### config.mk
export PLATFORM = sky130hd
export DESIGN_NAME = io_port_responder
export DESIGN_NICKNAME = d
export VERILOG_FILES = /design/src/rtl/io_port_responder.sv
export SDC_FILE = /design/constraint.sdc
export NUM_CORES = 1
export LEC_CHECK = 0
export ABC_AREA = 0
export BUFFER_PORTS_ARGS = -buffer_cell sky130_fd_sc_hd__buf_2
export CORE_AREA = 2 2 96 98
export DETAILED_ROUTE_END_ITERATION = 16
export DIE_AREA = 0 0 98 100
export MAX_ROUTING_LAYER = met4
export PLACE_DENSITY_LB_ADDON = 0.05
export REMOVE_ABC_BUFFERS = 1
export SLEW_MARGIN = 20
export SYNTH_ARGS = -nofsm -noshare
export SYNTH_HDL_FRONTEND = slang
export SYNTH_HIERARCHICAL = 1
export SYNTH_SLANG_ARGS = --single-unit
### constraint.sdc
create_clock -name sys_clk -period 2.45 [get_ports sys_clk]
set_input_delay 0.245 -clock sys_clk [delete_from_list [all_inputs] [get_ports sys_clk]]
set_output_delay 0.245 -clock sys_clk [all_outputs]
set_load 0.005 [all_outputs]
### src/rtl/io_port_responder.sv
// rtl/io_port_responder.sv - CPU I/O bus endpoint with TX/RX byte FIFOs (optional status read: IO_STATUS_EN)

module io_port_fifo #(
   parameter int DEPTH = 4
) (
   input  logic       clk,
   input  logic       rst_n,
   input  logic       push,
   input  logic       pop,
   input  logic [7:0] din,
   output logic [7:0] dout,
   output logic       full,
   output logic       empty
);
   localparam int AW = $clog2(DEPTH);

   logic [7:0]    mem [DEPTH];
   logic [AW-1:0] wr_ptr;
   logic [AW-1:0] rd_ptr;
   logic [AW:0]   count;
   logic          do_push;
   logic          do_pop;

   assign empty   = (count == '0);
   assign full    = (count == (AW+1)'(DEPTH));
   assign do_pop  = pop & ~empty;
   // A full FIFO still accepts a push when a pop frees the slot in the same cycle.
   assign do_push = push & (~full | do_pop);
   assign dout    = mem[rd_ptr];

   always_ff @(posedge clk) begin
      if (do_push) mem[wr_ptr] <= din;
   end

   always_ff @(posedge clk or negedge rst_n) begin
      if (!rst_n) begin
         wr_ptr <= '0;
         rd_ptr <= '0;
         count  <= '0;
      end else begin
         if (do_push) wr_ptr <= wr_ptr + 1'b1;
         if (do_pop)  rd_ptr <= rd_ptr + 1'b1;
         case ({do_push, do_pop})
            2'b10:   count <= count + 1'b1;
            2'b01:   count <= count - 1'b1;
            default: count <= count;
         endcase
      end
   end
endmodule

module io_port_responder #(
   parameter logic [7:0] DEV_ADDR = 8'h0F,
   parameter int         TX_DEPTH = 4,
   parameter int         RX_DEPTH = 4
) (
   input  logic       sys_clk,
   input  logic       reset,
   input  logic       IO_clk_e,
   input  logic       IO_clk_s,
   input  logic       IO_input_or_output,
   input  logic       IO_data_or_address,
   input  logic [7:0] bus_in,
   output logic [7:0] bus_out,
   output logic       bus_oe,
   output logic [7:0] tx_data,
   output logic       tx_valid,
   input  logic       tx_ready,
   input  logic [7:0] rx_data,
   input  logic       rx_valid,
   output logic       rx_ready,
   output logic       selected,
   output logic       tx_overrun,
   output logic       rx_underrun
);
   logic       s_q;
   logic       e_q;
   logic       s_evt;
   logic       e_fall;
   logic       addr_wr;
   logic       data_wr;
   logic       rd_cycle;
   logic       rd_act;
   logic       tx_full;
   logic       tx_empty;
   logic       tx_pop;
   logic       rx_full;
   logic       rx_empty;
   logic       rx_pop;
   logic [7:0] rx_head;

   assign s_evt    = IO_clk_s & ~s_q;
   assign e_fall   = ~IO_clk_e & e_q;
   assign addr_wr  = s_evt & IO_input_or_output & IO_data_or_address;
   assign data_wr  = s_evt & IO_input_or_output & ~IO_data_or_address & selected;
   assign rd_cycle = IO_clk_e & ~IO_input_or_output & ~IO_data_or_address & selected;

   assign tx_valid = ~tx_empty;
   assign tx_pop   = tx_valid & tx_ready;
   assign rx_ready = ~rx_full;
   // rd_act holds the previous cycle's qualified read, so the pop lands on the strobe's falling edge.
   assign rx_pop   = e_fall & rd_act;

   io_port_fifo #(.DEPTH(TX_DEPTH)) u_tx_fifo (
      .clk   (sys_clk),
      .rst_n (reset),
      .push  (data_wr),
      .pop   (tx_pop),
      .din   (bus_in),
      .dout  (tx_data),
      .full  (tx_full),
      .empty (tx_empty)
   );

   io_port_fifo #(.DEPTH(RX_DEPTH)) u_rx_fifo (
      .clk   (sys_clk),
      .rst_n (reset),
      .push  (rx_valid & rx_ready),
      .pop   (rx_pop),
      .din   (rx_data),
      .dout  (rx_head),
      .full  (rx_full),
      .empty (rx_empty)
   );

`ifdef IO_STATUS_EN
   logic       st_cycle;
   logic       st_act;
   logic       flag_clr;
   logic [7:0] status;

   assign st_cycle = IO_clk_e & ~IO_input_or_output & IO_data_or_address & selected;
   assign flag_clr = e_fall & st_act;
   assign status   = {tx_overrun, rx_underrun, 2'b00, rx_full, rx_empty, tx_full, tx_empty};

   always_ff @(posedge sys_clk or negedge reset) begin
      if (!reset) st_act <= 1'b0;
      else        st_act <= st_cycle;
   end
`else
   logic flag_clr;
   assign flag_clr = 1'b0;
`endif

   always_ff @(posedge sys_clk or negedge reset) begin
      if (!reset) begin
         s_q         <= 1'b1;
         e_q         <= 1'b1;
         rd_act      <= 1'b0;
         selected    <= 1'b0;
         tx_overrun  <= 1'b0;
         rx_underrun <= 1'b0;
      end else begin
         s_q    <= IO_clk_s;
         e_q    <= IO_clk_e;
         rd_act <= rd_cycle;
         if (addr_wr) selected <= (bus_in == DEV_ADDR);
         // A new error in the same cycle as a status clear wins, so it is never lost.
         if (data_wr && tx_full && !tx_pop) tx_overrun <= 1'b1;
         else if (flag_clr)                 tx_overrun <= 1'b0;
         if (rx_pop && rx_empty)            rx_underrun <= 1'b1;
         else if (flag_clr)                 rx_underrun <= 1'b0;
      end
   end

   always_comb begin
      bus_out = 8'h00;
      bus_oe  = 1'b0;
      if (rd_cycle) begin
         bus_oe  = 1'b1;
         bus_out = rx_empty ? 8'h00 : rx_head;
      end
`ifdef IO_STATUS_EN
      else if (st_cycle) begin
         bus_oe  = 1'b1;
         bus_out = status;
      end
`endif
   end
endmodule

## Yosys cells after proc, flatten, opt, wreduce, memory -nomap -nowiden

Memories as Yosys holds them, arrays and structs flattened.
Index checks and enable logic that the tools add are counted.

| storage, ports and cells | value |
|---|---|
| bits of input ports | 24 |
| bits in writable memories | 64 |
| register bits | 20 |
| output and inout port bits | 22 |
| word-level logic and storage cells | 72 |
| memories kept | 2 |

| operators by class | value |
|---|---|
| bitwise gates (word level) | 26 |
| multiplexer cells | 9 |
| add/subtract/negate cells | 8 |
| eq/ne operators | 7 |
| reduce and logical (&&, ||, !) cells | 8 |

Memory list:

| memory | depth | width | read ports | clocked after Yosys merged registers in | write ports | line | source |
|---|---|---|---|---|---|---|---|
| u_rx_fifo.mem | 4 | 8 | 1 | 0 | 1 | 17 | `logic [7:0] mem [DEPTH];` |
| u_tx_fifo.mem | 4 | 8 | 1 | 0 | 1 | 17 |  |

Operators by type and width:

| operator | number |
|---|---|
| $and A1 B1 Y1 | 16 |
| $mux W8 | 2 |
| $pmux W3 S2 | 2 |
| $add A2 B1 Y2 const B | 4 |
| $eq A8 B4 Y1 const B | 1 |
| $not A1 Y1 | 8 |
| $add A3 B1 Y3 const B | 2 |
| $eq A3 B3 Y1 const B | 2 |
| $logic_not A3 Y1 | 2 |
| $sub A3 B1 Y3 const B | 2 |
| $mux W1 | 5 |
| $eq A2 B1 Y1 const B | 2 |
| $eq A2 B2 Y1 const B | 2 |
| $reduce_bool A2 Y1 | 2 |
| $logic_and A1 B1 Y1 | 3 |
| $or A1 B1 Y1 | 2 |
| $logic_not A1 Y1 | 1 |

## Depth between registers and ports, before layout

| depth | value |
|---|---|
| depth in word-level cells | 8 |
| gate-level depth with buffers | 10 |
| depth with buffers taken out | 9 |

## Cells and area by module

The synthesis kept the hierarchy.

Modules (own cells, without submodules):

| module | seq. area each (um^2) | instances | cells an instance | area each (um^2) |
|---|---|---|---|---|
| io_port_fifo (u_tx_fifo) | 1136.1 | 1 | 96 | 1677.9 |
| io_port_fifo (u_rx_fifo) | 1136.1 | 1 | 94 | 1669.1 |
| io_port_responder | 152.6 | 1 | 32 | 317.8 |

## Worst setup path after synthesis

OpenSTA, ideal clock, no wires.

| timing path | value |
|---|---|
| path kind | reg-to-reg |
| start | reg u_rx_fifo.count[0] |
| end | reg u_rx_fifo.count[2] |
| stages on the path, launching flop included | 10 |
| path slack | 0.065 ns |
| data required time | 2.304 ns |
| arrival time | 2.239 ns |
| path buffers | 1 |
| setup time | 0.146 ns |
| clock period less this slack | 2.385 ns |
| cells stage by stage | dfrtp_1 or3b_1 inv_1 nor2b_1 clkbuf_1 or2_2 fa_1 nand2b_1 o211ai_1 o311ai_0 |

| between the ends | value |
|---|---|
| elaborated cells between the ends (all ways) | 14 |
| those cells by class | add/sub (2); eq/ne (3); mux (1); bitwise (6); reduce/logical (2) |

RTL lines:

| what | line | source |
|---|---|---|
| start: declaration | 20 | `logic [AW:0] count;` |
| start signal: assignment | 44 | `2'b10: count <= count + 1'b1;` |
| start signal: assignment | 45 | `2'b01: count <= count - 1'b1;` |
| start signal: assignment | 46 | `default: count <= count;` |
| $eq A3 B3 Y1 (*) | 25 | `assign full = (count == (AW+1)'(DEPTH));` |
| via rx_full | 87 | `logic rx_full;` |
| $not A1 Y1 (*) | 28, 100 |  |
| $and A1 B1 Y1 / $or A1 B1 Y1 (equally long branches) | 118, 28 |  |
| $and A1 B1 Y1 (*) | 28 | `assign do_push = push & (~full \| do_pop);` |
| $eq A2 B1 Y1 / $eq A2 B2 Y1 (equally long branches) | 43 | `case ({do_push, do_pop})` |
| $pmux W3 S2 / $reduce_bool A2 Y1 (equally long branches) | -- |  |

Mark *: on every way through the listed nets, which the timed path passes. The rest lies on a longest branch.
A chain may end at the register's enable or synchronous reset.

## Worst setup path in the final report

Same ends and word-level chain as after synthesis.

==> impl_metrics.env <==
export IMPL_period_needed_ns=2.28
export IMPL_core_region_area_sq_mm=0.00889
export IMPL_grt_overflow_total=0
export IMPL_final_util_pct=48.3
export IMPL_outcome="completed"
export IMPL_yosysSeqAreaShare_pct=66.2
export IMPL_r2r_cells=8
export IMPL_drt_antenna_violating_nets=0
export IMPL_yosysMostFrequentCell="edfxtp_1"
export IMPL_post_synth_top_area_cell="edfxtp_1"
export IMPL_cp_num_buf_inv=1
export IMPL_finalCritPeriodShare_pct=93.0
export IMPL_slew_headroom_pct=60.9
export IMPL_dieArea_sq_mm=0.00980
export IMPL_cp_slowest_cell="dfrtp_1"
export IMPL_synth_top_area_share_pct=52.4
export IMPL_cts_root_buf="clkbuf_8"
export IMPL_synth_top_family_by_area="multiplexers"
export IMPL_worstPathCellList="or3b_1, inv_1, nor2b_1, or2_2, fa_1, nand2b_1, o211ai_1, o311ai_0"
export IMPL_path_max_fanout=6
export IMPL_syn2layout_area_growth_pct=17.1
export IMPL_vdd_ir_drop_worst_v=0.000399
export IMPL_numCtsBuffers=9
export IMPL_fp_dieW_um=98
export IMPL_drt_iter0_drc=66
export IMPL_die_h_um=100
export IMPL_hold_depth=1
export IMPL_routed_wl_um=6460
export IMPL_syn_avg_cell_area_sq_um=16.5
export IMPL_path_class="register to register"
export IMPL_skew_ns=0.0132
export IMPL_drt_pass1_iterations=4
export IMPL_port_buffers=45
export IMPL_hpwl_um=4340
export IMPL_drv_cap=0
export IMPL_yosys_warnings=6
export IMPL_max_freq_mhz=439
export IMPL_synth_mux_area_share_pct=10.9
export IMPL_synth_edf_count=64
export IMPL_grt_antenna_before_repair=0
export IMPL_grt_first_pass_wirelength_um=10800
export IMPL_grt_max_degree=21
export IMPL_grt_total_usage_pct=14.8
export IMPL_pre_cts_ws_ns=0.147
export IMPL_rrSetupSlack_ns=0.17
export IMPL_syn_area_sq_mm=0.00366
export IMPL_swShare_pct=29.1
export IMPL_crit_family="simple AND/OR/NAND/NOR gates"
export IMPL_drc=0
export IMPL_cts_tree="yes"
export IMPL_synth_cell_types=48
export IMPL_startpoint_type="register"
export IMPL_p_per_area_mw_per_mm2=914
export IMPL_p_clk_share_pct=24.9
export IMPL_required_ns=2.66
export IMPL_ys_ff_latch=84
export IMPL_clkTransAtPathRegs_ns=0.09
export IMPL_hold_viol=0
export IMPL_hold_class="primary input to register"
export IMPL_worstPathArrival_ns=2.49
export IMPL_synth_area_top_cells="edfxtp_1, dfrtp_1, mux4_2"
export IMPL_synth_async_reset_ratio_pct=23.8
export IMPL_synthAdderAreaFrac_pct=3.82
export IMPL_netlist_instances=222
export IMPL_start_util_pct=41.2
export IMPL_grt_pass1_vias=2102
export IMPL_r2r_start="u_rx_fifo/count[0]"
export IMPL_gp_congestion=0.816
export IMPL_rsz0062_at_grt="no"
export IMPL_whs_endpoint="e_q"
export IMPL_via_count=1991
export IMPL_ys_flop_type="edfxtp_1"
export IMPL_sequentialPowerShare_pct=48.3
export IMPL_ys_top_cells_by_count="edfxtp_1, dfrtp_1, mux4_2, inv_1, and2_1"
export IMPL_switching_power_mw=1.14
export IMPL_cts_sinks=84
export IMPL_avgViaCountPerCell=5.00
export IMPL_drv_slew=0
export IMPL_cts_buffer_depth=2
export IMPL_critPathMaxStageDelay_ns=0.43
export IMPL_clk_latency_ns=0.34
export IMPL_worst_slack_ns=0.171
export IMPL_avgRoutedWirePerCell_um=16.2
export IMPL_drive_above_1_share_pct=35.9
export IMPL_power_mw=3.92
export IMPL_combPwrFrac_pct=26.8
export IMPL_rr_endpoint="u_rx_fifo/count[2]"
export IMPL_worst_pin_slew_ns=0.586
export IMPL_setup_viol=0
export IMPL_critPathLaunch="u_rx_fifo/count[0]"
export IMPL_cts_htree_levels=3
export IMPL_p_leak_nw=1.66
export IMPL_synth_compound_area_share_pct=5.09
export IMPL_cp_end_kind="register"
export IMPL_p_int_mw=2.78
export IMPL_rows=35
export IMPL_finalNetCount=316
export IMPL_fill_cells=800
export IMPL_synthSimpleGateAreaFrac_pct=8.74
export IMPL_pin_count=46
export IMPL_antennaDiodeCount=0
export IMPL_hold_path_startpoint="IO_clk_e"
export IMPL_synth_xor_area_share_pct=2.39
[worst max-delay path by stage]
stage          slack [ns]            endpoint  cells after the start
6_report             0.17  u_rx_fifo/count[2]                      8
5_1_grt              0.01  u_rx_fifo/count[2]                      8
4_1_cts              0.12  u_tx_fifo/count[1]                      9
3_5_place_dp         0.15  u_tx_fifo/count[1]                      9
3_3_place_gp         0.20  u_tx_fifo/count[1]                      9
2_1_floorplan       -0.21  u_tx_fifo/count[1]                      7
[logic make-up after synthesis]
family | after synthesis
DFF | 84
muxes | 19
and+or+nand+nor | 52
adders and majority gates | 10
AOI/OAI and AO/OA | 23
buffers and inverters | 24
xor gates and xnor gates | 10
[area by class of cell]
class,count,area [sq um],area share (%)
sequential,84,2430,56.5
multi-input combinational,114,1140,26.7
timing repair buffer,58,328,7.64
tap,111,139,3.24
clock buffer,9,124,2.89
clock inverter,7,73.8,1.72
inverter,15,56.3,1.31
[placed cells by master, fill, tap and decap left out, types with 3 or more instances in the layout]
cell,instances
edfxtp_1,64
buf_2,45
dfrtp_1,17
mux4_2,16
inv_1,15
and2_1,12
buf_4,11
clkbuf_8,9
ha_1,8
xnor2_1,7
nand2_1,6
nor2_1,6
nor2b_1,5
and2_2,4
clkinvlp_4,3
xor2_1,3
a22oi_1,3
o21ai_0,3
nand3b_1,3
o211ai_1,3
[worst register-to-register path: cells and delay by family, from the launching register on]
kind	cells	cell delay, ns
AOI/OAI and AO/OA	2	0.30
adders and majority gates	1	0.38
buffers and inverters	1	0.09
DFF	1	0.43
and+or+nand+nor	4	0.95
[per-layer routing]
metal / up-vias / GRT usage [%] / routed length (um)
li1: 948 / - / -
met1: 1000 / 20.0 / 3190
met2: 34 / 22.7 / 2980
met3: 9 / 2.72 / 196
met4: 0 / 5.45 / 93
met5: - / - / 0
[power by group through the flow]
stage / Clock (mW) / Sequential (mW) / Combinational (mW)
after floorplan: 0 / 1.91 / 0.683
after detailed placement: 0 / 1.94 / 1.03
after global routing: 1.08 / 1.93 / 1.18
after CTS: 1.01 / 1.91 / 1.04
after global placement: 0 / 1.93 / 1.03
final: 0.976 / 1.90 / 1.05
[registers in the layout (all words and copies together), names as in the netlist]
name / count
u_rx_fifo/mem: 32
u_tx_fifo/mem: 32
u_rx_fifo/count: 3
u_tx_fifo/count: 3
u_rx_fifo/rd_ptr: 2
u_rx_fifo/wr_ptr: 2
u_tx_fifo/rd_ptr: 2
u_tx_fifo/wr_ptr: 2
e_q: 1
rd_act: 1
rx_underrun: 1
s_q: 1
selected: 1
tx_overrun: 1
[per-stage QoR]
step | hold WS, ns | area [sq um] | cells | setup TNS (ns)
global route | 0.00643 | 4290 | 398 | 0
detailed placement | 0.248 | 4060 | 379 | 0
finish | 0.0263 | 4290 | 398 | 0
floorplan | -0.0506 | 3620 | 213 | -0.210
CTS | 0.00969 | 4270 | 397 | 0
global placement | 0.248 | 4060 | 379 | 0
[repair_timing]
| action | in CTS | in global routing |
|---|---|---|
| setup buffers | 0 | 1 |
| hold endpoints to repair | 19 | 0 |
| setup endpoints to repair | 0 | 1 |
| resized for setup | 0 | 3 |
| hold buffers | 2 | 0 |
Note: power is estimated with default switching activity, not from simulation.
